--- src/rtl/range_load_sequencer.sv ---
// Range-counter load sequencer: walks a table of turn-on counts once per scanline and
// strobes each enabled range counter in turn. Define RANGE_LOAD_SHADOW_EN for a frame-swapped shadow table.
module range_load_sequencer #(
    parameter int NUM_RANGES    = 4,
    parameter int INDEX_WIDTH   = 2,
    parameter int COUNTER_WIDTH = 10
) (
    input  logic                     clock,
    input  logic                     reset,
    input  logic                     wr_valid,
    output logic                     wr_ready,
    input  logic [INDEX_WIDTH-1:0]   wr_index,
    input  logic [COUNTER_WIDTH-1:0] wr_on_count,
    input  logic                     wr_enable,
    input  logic                     line_start,
    input  logic                     frame_start,
    output logic [NUM_RANGES-1:0]    load_strobe,
    output logic [COUNTER_WIDTH-1:0] on_count,
    output logic                     busy,
    output logic                     done,
    output logic                     overrun
);

    // One extra count so the scan index can reach NUM_RANGES, which marks the end of the walk.
    localparam int SCAN_WIDTH = $clog2(NUM_RANGES + 1);

    typedef enum logic [1:0] {IDLE, SCAN, DONE} state_t;

    typedef struct packed {
        logic                     enable;
        logic [COUNTER_WIDTH-1:0] count;
    } entry_t;

    state_t                  state;
    logic [SCAN_WIDTH-1:0]   scan_index;
    logic [SCAN_WIDTH-1:0]   scan_pos;
    entry_t                  active_table [NUM_RANGES];
    entry_t                  view_table   [NUM_RANGES];
    entry_t                  sel_entry;
    logic [NUM_RANGES-1:0]   sel_onehot;
    logic                    wr_hit;

`ifdef RANGE_LOAD_SHADOW_EN
    entry_t shadow_table [NUM_RANGES];
    entry_t shadow_next  [NUM_RANGES];
    logic   copy_pending;
    logic   copy_now;

    assign wr_ready = 1'b1;
    assign copy_now = (state == IDLE) && (frame_start || copy_pending);
`else
    logic unused_frame_start;

    assign wr_ready           = (state == IDLE);
    assign unused_frame_start = frame_start;
`endif

    // Out-of-range indices complete the handshake but never touch the table.
    assign wr_hit = wr_valid && wr_ready && (int'(wr_index) < NUM_RANGES);

    // view_table is what the active table will hold after this edge, so a write or
    // bank copy landing together with line_start is already visible to entry 0.
    always_comb begin
        for (int k = 0; k < NUM_RANGES; k++) begin
`ifdef RANGE_LOAD_SHADOW_EN
            shadow_next[k] = shadow_table[k];
            if (wr_hit && wr_index == INDEX_WIDTH'(k))
                shadow_next[k] = '{enable: wr_enable, count: wr_on_count};
            view_table[k] = copy_now ? shadow_next[k] : active_table[k];
`else
            view_table[k] = active_table[k];
            if (wr_hit && wr_index == INDEX_WIDTH'(k))
                view_table[k] = '{enable: wr_enable, count: wr_on_count};
`endif
        end
    end

    // NOTE: every variable assigned here gets a default first, so no path can leave
    // one unassigned and infer a latch.
    always_comb begin
        scan_pos   = (state == SCAN) ? scan_index : '0;
        sel_entry  = '0;
        sel_onehot = '0;
        for (int k = 0; k < NUM_RANGES; k++) begin
            if (scan_pos == SCAN_WIDTH'(k)) begin
                sel_entry     = view_table[k];
                sel_onehot[k] = 1'b1;
            end
        end
    end

    // NOTE: sequential state uses non-blocking assignments only, so every register
    // samples pre-edge values regardless of statement order.
    always_ff @(posedge clock or posedge reset) begin
        if (reset) begin
            state       <= IDLE;
            scan_index  <= '0;
            load_strobe <= '0;
            on_count    <= '0;
            busy        <= 1'b0;
            done        <= 1'b0;
            overrun     <= 1'b0;
            // NOTE: the table is reset explicitly; it is a handful of flops, not a RAM,
            // and a sequence right after reset must see every entry disabled.
            for (int k = 0; k < NUM_RANGES; k++) active_table[k] <= '0;
`ifdef RANGE_LOAD_SHADOW_EN
            for (int k = 0; k < NUM_RANGES; k++) shadow_table[k] <= '0;
            copy_pending <= 1'b0;
`endif
        end else begin
            for (int k = 0; k < NUM_RANGES; k++) active_table[k] <= view_table[k];
`ifdef RANGE_LOAD_SHADOW_EN
            for (int k = 0; k < NUM_RANGES; k++) shadow_table[k] <= shadow_next[k];
            if (copy_now)
                copy_pending <= 1'b0;
            else if (frame_start)
                copy_pending <= 1'b1;
`endif
            load_strobe <= '0;
            done        <= 1'b0;
            overrun     <= 1'b0;

            case (state)
                IDLE: begin
                    if (line_start) begin
                        state      <= SCAN;
                        busy       <= 1'b1;
                        scan_index <= SCAN_WIDTH'(1);
                        if (sel_entry.enable) begin
                            load_strobe <= sel_onehot;
                            on_count    <= sel_entry.count;
                        end
                    end
                end

                SCAN: begin
                    overrun <= line_start;
                    if (scan_index == SCAN_WIDTH'(NUM_RANGES)) begin
                        state      <= DONE;
                        busy       <= 1'b0;
                        done       <= 1'b1;
                        scan_index <= '0;
                    end else begin
                        scan_index <= scan_index + SCAN_WIDTH'(1);
                        if (sel_entry.enable) begin
                            load_strobe <= sel_onehot;
                            on_count    <= sel_entry.count;
                        end
                    end
                end

                DONE: begin
                    overrun <= line_start;
                    state   <= IDLE;
                end

                default: begin
                    state      <= IDLE;
                    busy       <= 1'b0;
                    scan_index <= '0;
                end
            endcase
        end
    end

endmodule

--- config.mk ---
export PLATFORM = sky130hd
export DESIGN_NAME = range_load_sequencer
export DESIGN_NICKNAME = d
export VERILOG_FILES = /design/src/rtl/range_load_sequencer.sv
export SDC_FILE = /design/constraint.sdc
export NUM_CORES = 1
export LEC_CHECK = 0
export CAP_MARGIN = 10
export CORE_ASPECT_RATIO = 1.5
export CORE_MARGIN = 2
export CORE_UTILIZATION = 58
export CTS_BUF_LIST = sky130_fd_sc_hd__clkbuf_2
export CTS_CLUSTER_SIZE = 14
export DETAILED_ROUTE_END_ITERATION = 6
export MAX_ROUTING_LAYER = met4
export PLACE_DENSITY_LB_ADDON = 0.2
export REMOVE_ABC_BUFFERS = 1
export SLEW_MARGIN = 5
export SYNTH_ARGS = -nofsm -noshare
export SYNTH_HDL_FRONTEND = slang
export SYNTH_SLANG_ARGS = --single-unit
--- constraint.sdc ---
create_clock -name clock -period 3 [get_ports clock]
set_input_delay 0.45 -clock clock [delete_from_list [all_inputs] [get_ports clock]]
set_output_delay 0.45 -clock clock [all_outputs]
set_load 0.01 [all_outputs]
==> impl_metrics.py, run 1 <==
metrics = {
    "yosys": {
        "synth_area_um2": 3150,
        "yosys_warnings": 0,
        "yosysSeqAreaShare_pct": 52.4,
        "netlist_instances": 267,
        "synth-seq-cells": 66,
        "syn_avg_cell_area_um2": 11.8,
        "yosysUniqueCellTypes": 34,
    },
    "floorplan": {
        "die_y_um": 94.3,
        "io_pins": 36,
        "die_area_um2": 6050,
        "initial_utilization_pct": 60.5,
        "fp.dieW_um": 64.2,
        "rows": 32,
        "core-area_um2": 5200,
    },
    "cts": {
        "clk_latency_ps": 500,
        "post_cts_buffers": 0,
        "clockRootBuffer": "clkbuf_2",
        "cts.clk_slew.worst_paths_ps": 200,
        "cts_hold_buf": 0,
        "cts_resized": 0,
        "htreeDepth": 3,
        "clockBufferDepth": 2,
        "clock-sinks": 66,
        "cts_tree": "yes",
        "numCtsBuffers": 9,
    },
    "setup_path": {
        "r2r-end": "on_count[1]",
        "path_buf_inv": 2,
        "max_stage_delay_ps": 550,
        "crit_fanout": 12,
        "endpoint_kind": "flop",
        "reg2reg_from": "state[0]",
        "rrSetupSlack_ps": 270,
        "crit_slowest_cell": "a222oi_1",
        "critPathTopFamily": "compound AO/OA/AOI/OAI gates",
        "path_cells": "inv_1, ha_1, and4bb_4, mux2_4, a222oi_1, a21oi_1, buf_4, mux2i_1",
        "critPathKind": "flop to flop",
        "reg2reg_depth": 8,
        "worst_setup_path_start_kind": "flop",
        "arrival_ps": 3110,
        "worstPathRequired_ps": 3380,
    },
    "global_routing": {
        "grt.total_usage_pct": 26.1,
        "gr-total-overflow": 0,
        "grt_max_degree": 29,
        "antenna_found_initial": 0,
        "grt_pass1_wl_um": 11300,
        "grt_pass1_vias": 2287,
    },
    "power": {
        "ir_drop_v": 0.000780,
        "seqPwrFrac_pct": 39.3,
        "power_mw": 3.74,
        "power_switching_mw": 1.38,
        "combPwrFrac_pct": 47.3,
        "power.density_nw_per_um2": 1010,
        "power.internal_mw": 2.36,
        "p_leak_nw": 1.70,
        "pwr-share-clk_pct": 13.4,
        "swShare_pct": 37.0,
    },
    "sta": {
        "finalCritPeriodShare_pct": 91.1,
        "finalSetupViolations": 0,
        "clock.fmax_mhz": 366,
        "fin_crit_ps": 2730,
        "setup_tns_ps": 0,
        "rsz0062_at_grt": "false",
        "worst_pin_slew_ps": 564,
        "drv_slew": 0,
        "finClkSkew_ps": 29.7,
        "slew_headroom_pct": 62.4,
        "hold_viol_final": 0,
    },
    "layout": {
        "drive_gt1_share_pct": 19.0,
        "final_cell_mix": "dfrtp_1, clkdlybuf4s50_1, inv_1, mux2_2, mux2i_1",
        "final_cells": 383,
        "syn_to_final_growth_pct": 17.5,
        "fin_nets": 335,
        "finalInstanceArea_um2": 3700,
        "diodes": 0,
        "layout_commonest_cell": "dfrtp_1",
    },
    "drt": {
        "num_vias": 2193,
        "vias_per_cell": 5.73,
        "first_iter_violations": 86,
        "first_pass_iters": 4,
        "drt-total-wl_um": 6820,
        "post_drt_wl_per_cell_um": 17.8,
        "drc_errors": 0,
        "drt.antenna.violating_nets": 0,
    },
    "place": {
        "dp_hpwl_um": 4700,
        "gp_congestion": 0.869,
        "dpl_cell_area_um2": 3600,
        "placed_cells": 367,
        "io_buffers": 34,
    },
    "job": {
        "cap_violations": 0,
    },
    "run_status": {
        "status": "finished, final reports clean",
    },
    "min_path": {
        "hold_class": "input pin to asynchronous set/reset pin",
    },
}
-- worst max-delay path by stage --
stage | from | endpoint | slack [ps] | cells past startpoint
floorplan | state[0] | on_count[0] | 90 | 7
global placement | wr_index[0] | on_count[9] | 290 | 7
detailed placement | wr_index[0] | on_count[9] | 220 | 7
CTS | state[1] | on_count[9] | 290 | 8
global route | state[1] | on_count[1] | 40 | 8
finish | state[0] | on_count[1] | 270 | 8
-- logic make-up (layout without fill, tap and decap cells) --
| family | after synthesis | in the layout | share of synthesized area [%] |
|---|---|---|---|
| flops | 66 | 66 | 52.4 |
| mux | 55 | 55 | 18.8 |
| compound gates | 45 | 45 | 11.1 |
| buf+inv | 44 | 92 | 5.76 |
| simple gates | 50 | 50 | 9.17 |
| fa+ha+maj | 7 | 7 | 2.78 |
-- cells in the mapped netlist --
library cell,n,share of area [%]
a211oi_1,2,0.48
a21oi_1,4,0.64
a221oi_1,1,0.28
a222oi_1,1,0.32
a22oi_1,4,0.95
a2bb2oi_1,16,4.4
and2_1,5,0.99
and3_1,4,0.79
and4b_1,1,0.32
and4bb_4,1,0.52
buf_2,4,0.64
buf_4,1,0.24
buf_6,1,0.36
clkbuf_1,8,0.95
dfrtp_1,66,52
ha_1,7,2.8
inv_1,30,3.6
mux2_1,2,0.71
mux2_2,27,9.7
mux2_4,1,0.48
mux2i_1,25,7.9
nand2_1,13,1.5
nand2b_1,4,0.79
nand3_1,1,0.16
nand4_1,1,0.20
nand4b_1,2,0.56
nor2_1,2,0.24
nor2b_1,3,0.60
nor3_1,3,0.48
o2111ai_1,10,2.8
o21ai_0,6,0.95
o31ai_1,1,0.24
or2_2,4,0.79
or3_1,6,1.2
-- power by group through the flow --
stage | registers [mW] | clock network [mW] | logic, mW
2_1_floorplan | 1.49 | 0 | 1.15
3_3_place_gp | 1.47 | 0 | 1.71
3_5_place_dp | 1.50 | 0 | 1.76
4_1_cts | 1.47 | 0.507 | 1.78
5_1_grt | 1.52 | 0.545 | 1.96
6_report | 1.47 | 0.500 | 1.77
-- state kept, by name, summed over array words and instances, names as in the netlist --
name / cells
active_table: 44
busy: 1
done: 1
load_strobe: 4
on_count: 10
overrun: 1
scan_index: 3
state: 2
-- layer usage --
metal / vias up / GRT usage [%] / part of all wire (%)
met2: 54 / 44.4 / 53
met3: 8 / 4.68 / 3.7
met5: - / - / 0
met4: 0 / 10.8 / 1.4
li1: 1037 / - / -
met1: 1094 / 30.6 / 42
-- metrics by stage --
step	utilization, %	hold slack [ps]	setup slack, ps
6_report	71.1	300	268
5_1_grt	71.1	309	41.1
4_1_cts	71.1	303	293
3_5_place_dp	69.1	474	217
3_3_place_gp	69.1	457	291
2_1_floorplan	-	437	93.1
-- cell type report --
type / count / area (um2)
Multi-Input combinational cell: 157 / 1320
Clock inverter: 7 / 60.1
Sequential cell: 66 / 1650
Inverter: 30 / 113
Timing Repair Buffer: 46 / 430
Fill cell: 399 / 1500
Clock buffer: 9 / 45.0
Tap cell: 68 / 85.1
No activity file was read; power rests on OpenSTA's default activity.
==> run 2: changes to the inputs <==
Settings changed: CORE_MARGIN 2 to unset.
==> impl_metrics.py, run 2 (synthesis results as in run 1) <==
metrics = {
    "drt": {
        "post_drt_wl_per_cell_um": 17.7,
        "num_vias": 2179,
        "first_pass_iters": 4,
        "vias_per_cell": 5.73,
        "first_iter_violations": 114,
        "drc_errors": 0,
        "drt-total-wl_um": 6730,
        "drt.antenna.violating_nets": 0,
    },
    "setup_path": {
        "crit_slowest_cell": "a222oi_1",
        "max_stage_delay_ps": 480,
        "worstPathRequired_ps": 3400,
        "endpoint_kind": "flop",
        "worst_setup_path_start_kind": "flop",
        "path_cells": "inv_1, ha_1, and4bb_4, mux2_4, a222oi_1, a21oi_1, buf_4, mux2i_1",
        "critPathKind": "flop to flop",
        "path_buf_inv": 2,
        "crit_fanout": 12,
        "arrival_ps": 3060,
        "critPathTopFamily": "compound AO/OA/AOI/OAI gates",
    },
    "global_routing": {
        "antenna_found_initial": 0,
        "gr-total-overflow": 0,
        "grt_pass1_vias": 2328,
        "grt_max_degree": 37,
        "grt.total_usage_pct": 27.1,
        "grt_pass1_wl_um": 11200,
    },
    "sta": {
        "worst_pin_slew_ps": 667,
        "setup_tns_ps": 0,
        "fin_crit_ps": 2660,
        "hold_viol_final": 0,
        "slew_headroom_pct": 55.5,
        "finalCritPeriodShare_pct": 88.6,
        "rsz0062_at_grt": "false",
        "finClkSkew_ps": 27.2,
        "drv_slew": 0,
        "clock.fmax_mhz": 376,
        "finalSetupViolations": 0,
    },
    "min_path": {
        "hold_class": "input pin to asynchronous set/reset pin",
    },
    "layout": {
        "final_util_pct": 71.1,
        "drive_gt1_share_pct": 18.3,
        "fin_nets": 333,
        "largest_register_ffs": 44,
        "top_regs": "active_table: 44 flops, on_count: 10 flops, load_strobe: 4 flops",
        "largest-register": "active_table",
        "n_fill_cell": 383,
        "final_cell_mix": "dfrtp_1, clkdlybuf4s50_1, inv_1, mux2_2, mux2i_1",
        "syn_to_final_growth_pct": 16.6,
        "layout_commonest_cell": "dfrtp_1",
        "diodes": 0,
        "finalInstanceArea_um2": 3670,
    },
    "place": {
        "dp_hpwl_um": 4570,
        "io_buffers": 34,
        "dpl_cell_area_um2": 3590,
        "gp_congestion": 0.921,
    },
    "floorplan": {
        "die_y_um": 92.3,
        "die_area_um2": 5740,
        "core-area_um2": 5160,
        "fp.dieW_um": 62.2,
        "initial_utilization_pct": 61.0,
        "rows": 32,
        "io_pins": 36,
    },
    "cts": {
        "numCtsBuffers": 9,
        "clock-sinks": 66,
        "cts_hold_buf": 0,
        "cts_tree": "yes",
        "post_cts_buffers": 0,
        "htreeDepth": 3,
        "clk_latency_ps": 520,
        "cts.clk_slew.worst_paths_ps": 200,
        "cts_resized": 0,
        "clockBufferDepth": 2,
        "clockRootBuffer": "clkbuf_2",
    },
    "power": {
        "power.density_nw_per_um2": 988,
        "power_mw": 3.63,
        "p_leak_nw": 1.68,
        "ir_drop_v": 0.000572,
    },
    "run_status": {
        "status": "finished, final reports clean",
    },
    "job": {
        "cap_violations": 0,
    },
}
## run 2: cell types whose count changed in the layout (fill, tap and decap cells not counted)
cell and change:
buf_4 -3, clkinvlp_4 +2, bufinv_16 -1, buf_12 +1, clkinv_2 -2
## run 2: power breakdown
| part | internal, mW | leakage [nW] | total, mW | switching (mW) |
|---|---|---|---|---|
| Combinational | 0.872 | 0.821 | 1.76 | 0.891 |
| Clock | 0.0963 | 0.0449 | 0.415 | 0.319 |
| Sequential | 1.30 | 0.812 | 1.45 | 0.157 |
## run 2: final timing paths
check,start,to,slack [ps],cells after the start
min in group clock,active_table[20],active_table[20],510,2
min reg2reg,active_table[20],active_table[20],510,2
min,reset,active_table[27],320,2
max in group asynchronous,reset,active_table[0],2040,3
max reg2reg,state[1],on_count[8],340,8
max,state[1],on_count[8],340,8
## run 2: layout make-up
type / count / area [um2] / share of cell area, %
clock buffer: 9 / 45.0 / 1.23
inverter: 30 / 113 / 3.06
multi-input combinational: 157 / 1320 / 35.9
tap: 68 / 85.1 / 2.32
clock inverter: 6 / 35.0 / 0.953
timing repair buffer: 44 / 428 / 11.6
sequential: 66 / 1650 / 44.9
## run 2: metrics by stage
step	hold WS [ps]	cells	setup slack [ps]
after global placement	456	365	354
after CTS	325	380	372
after floorplan	437	253	93.1
final	316	380	341
after global routing	377	380	169
after detailed placement	474	365	299
## run 2: routing by layer
metal | wire length (um) | GRT usage [%]
met4 | 222 | 15.5
met5 | 0 | -
met2 | 3390 | 44.8
met3 | 235 | 4.35
met1 | 2880 | 31.2
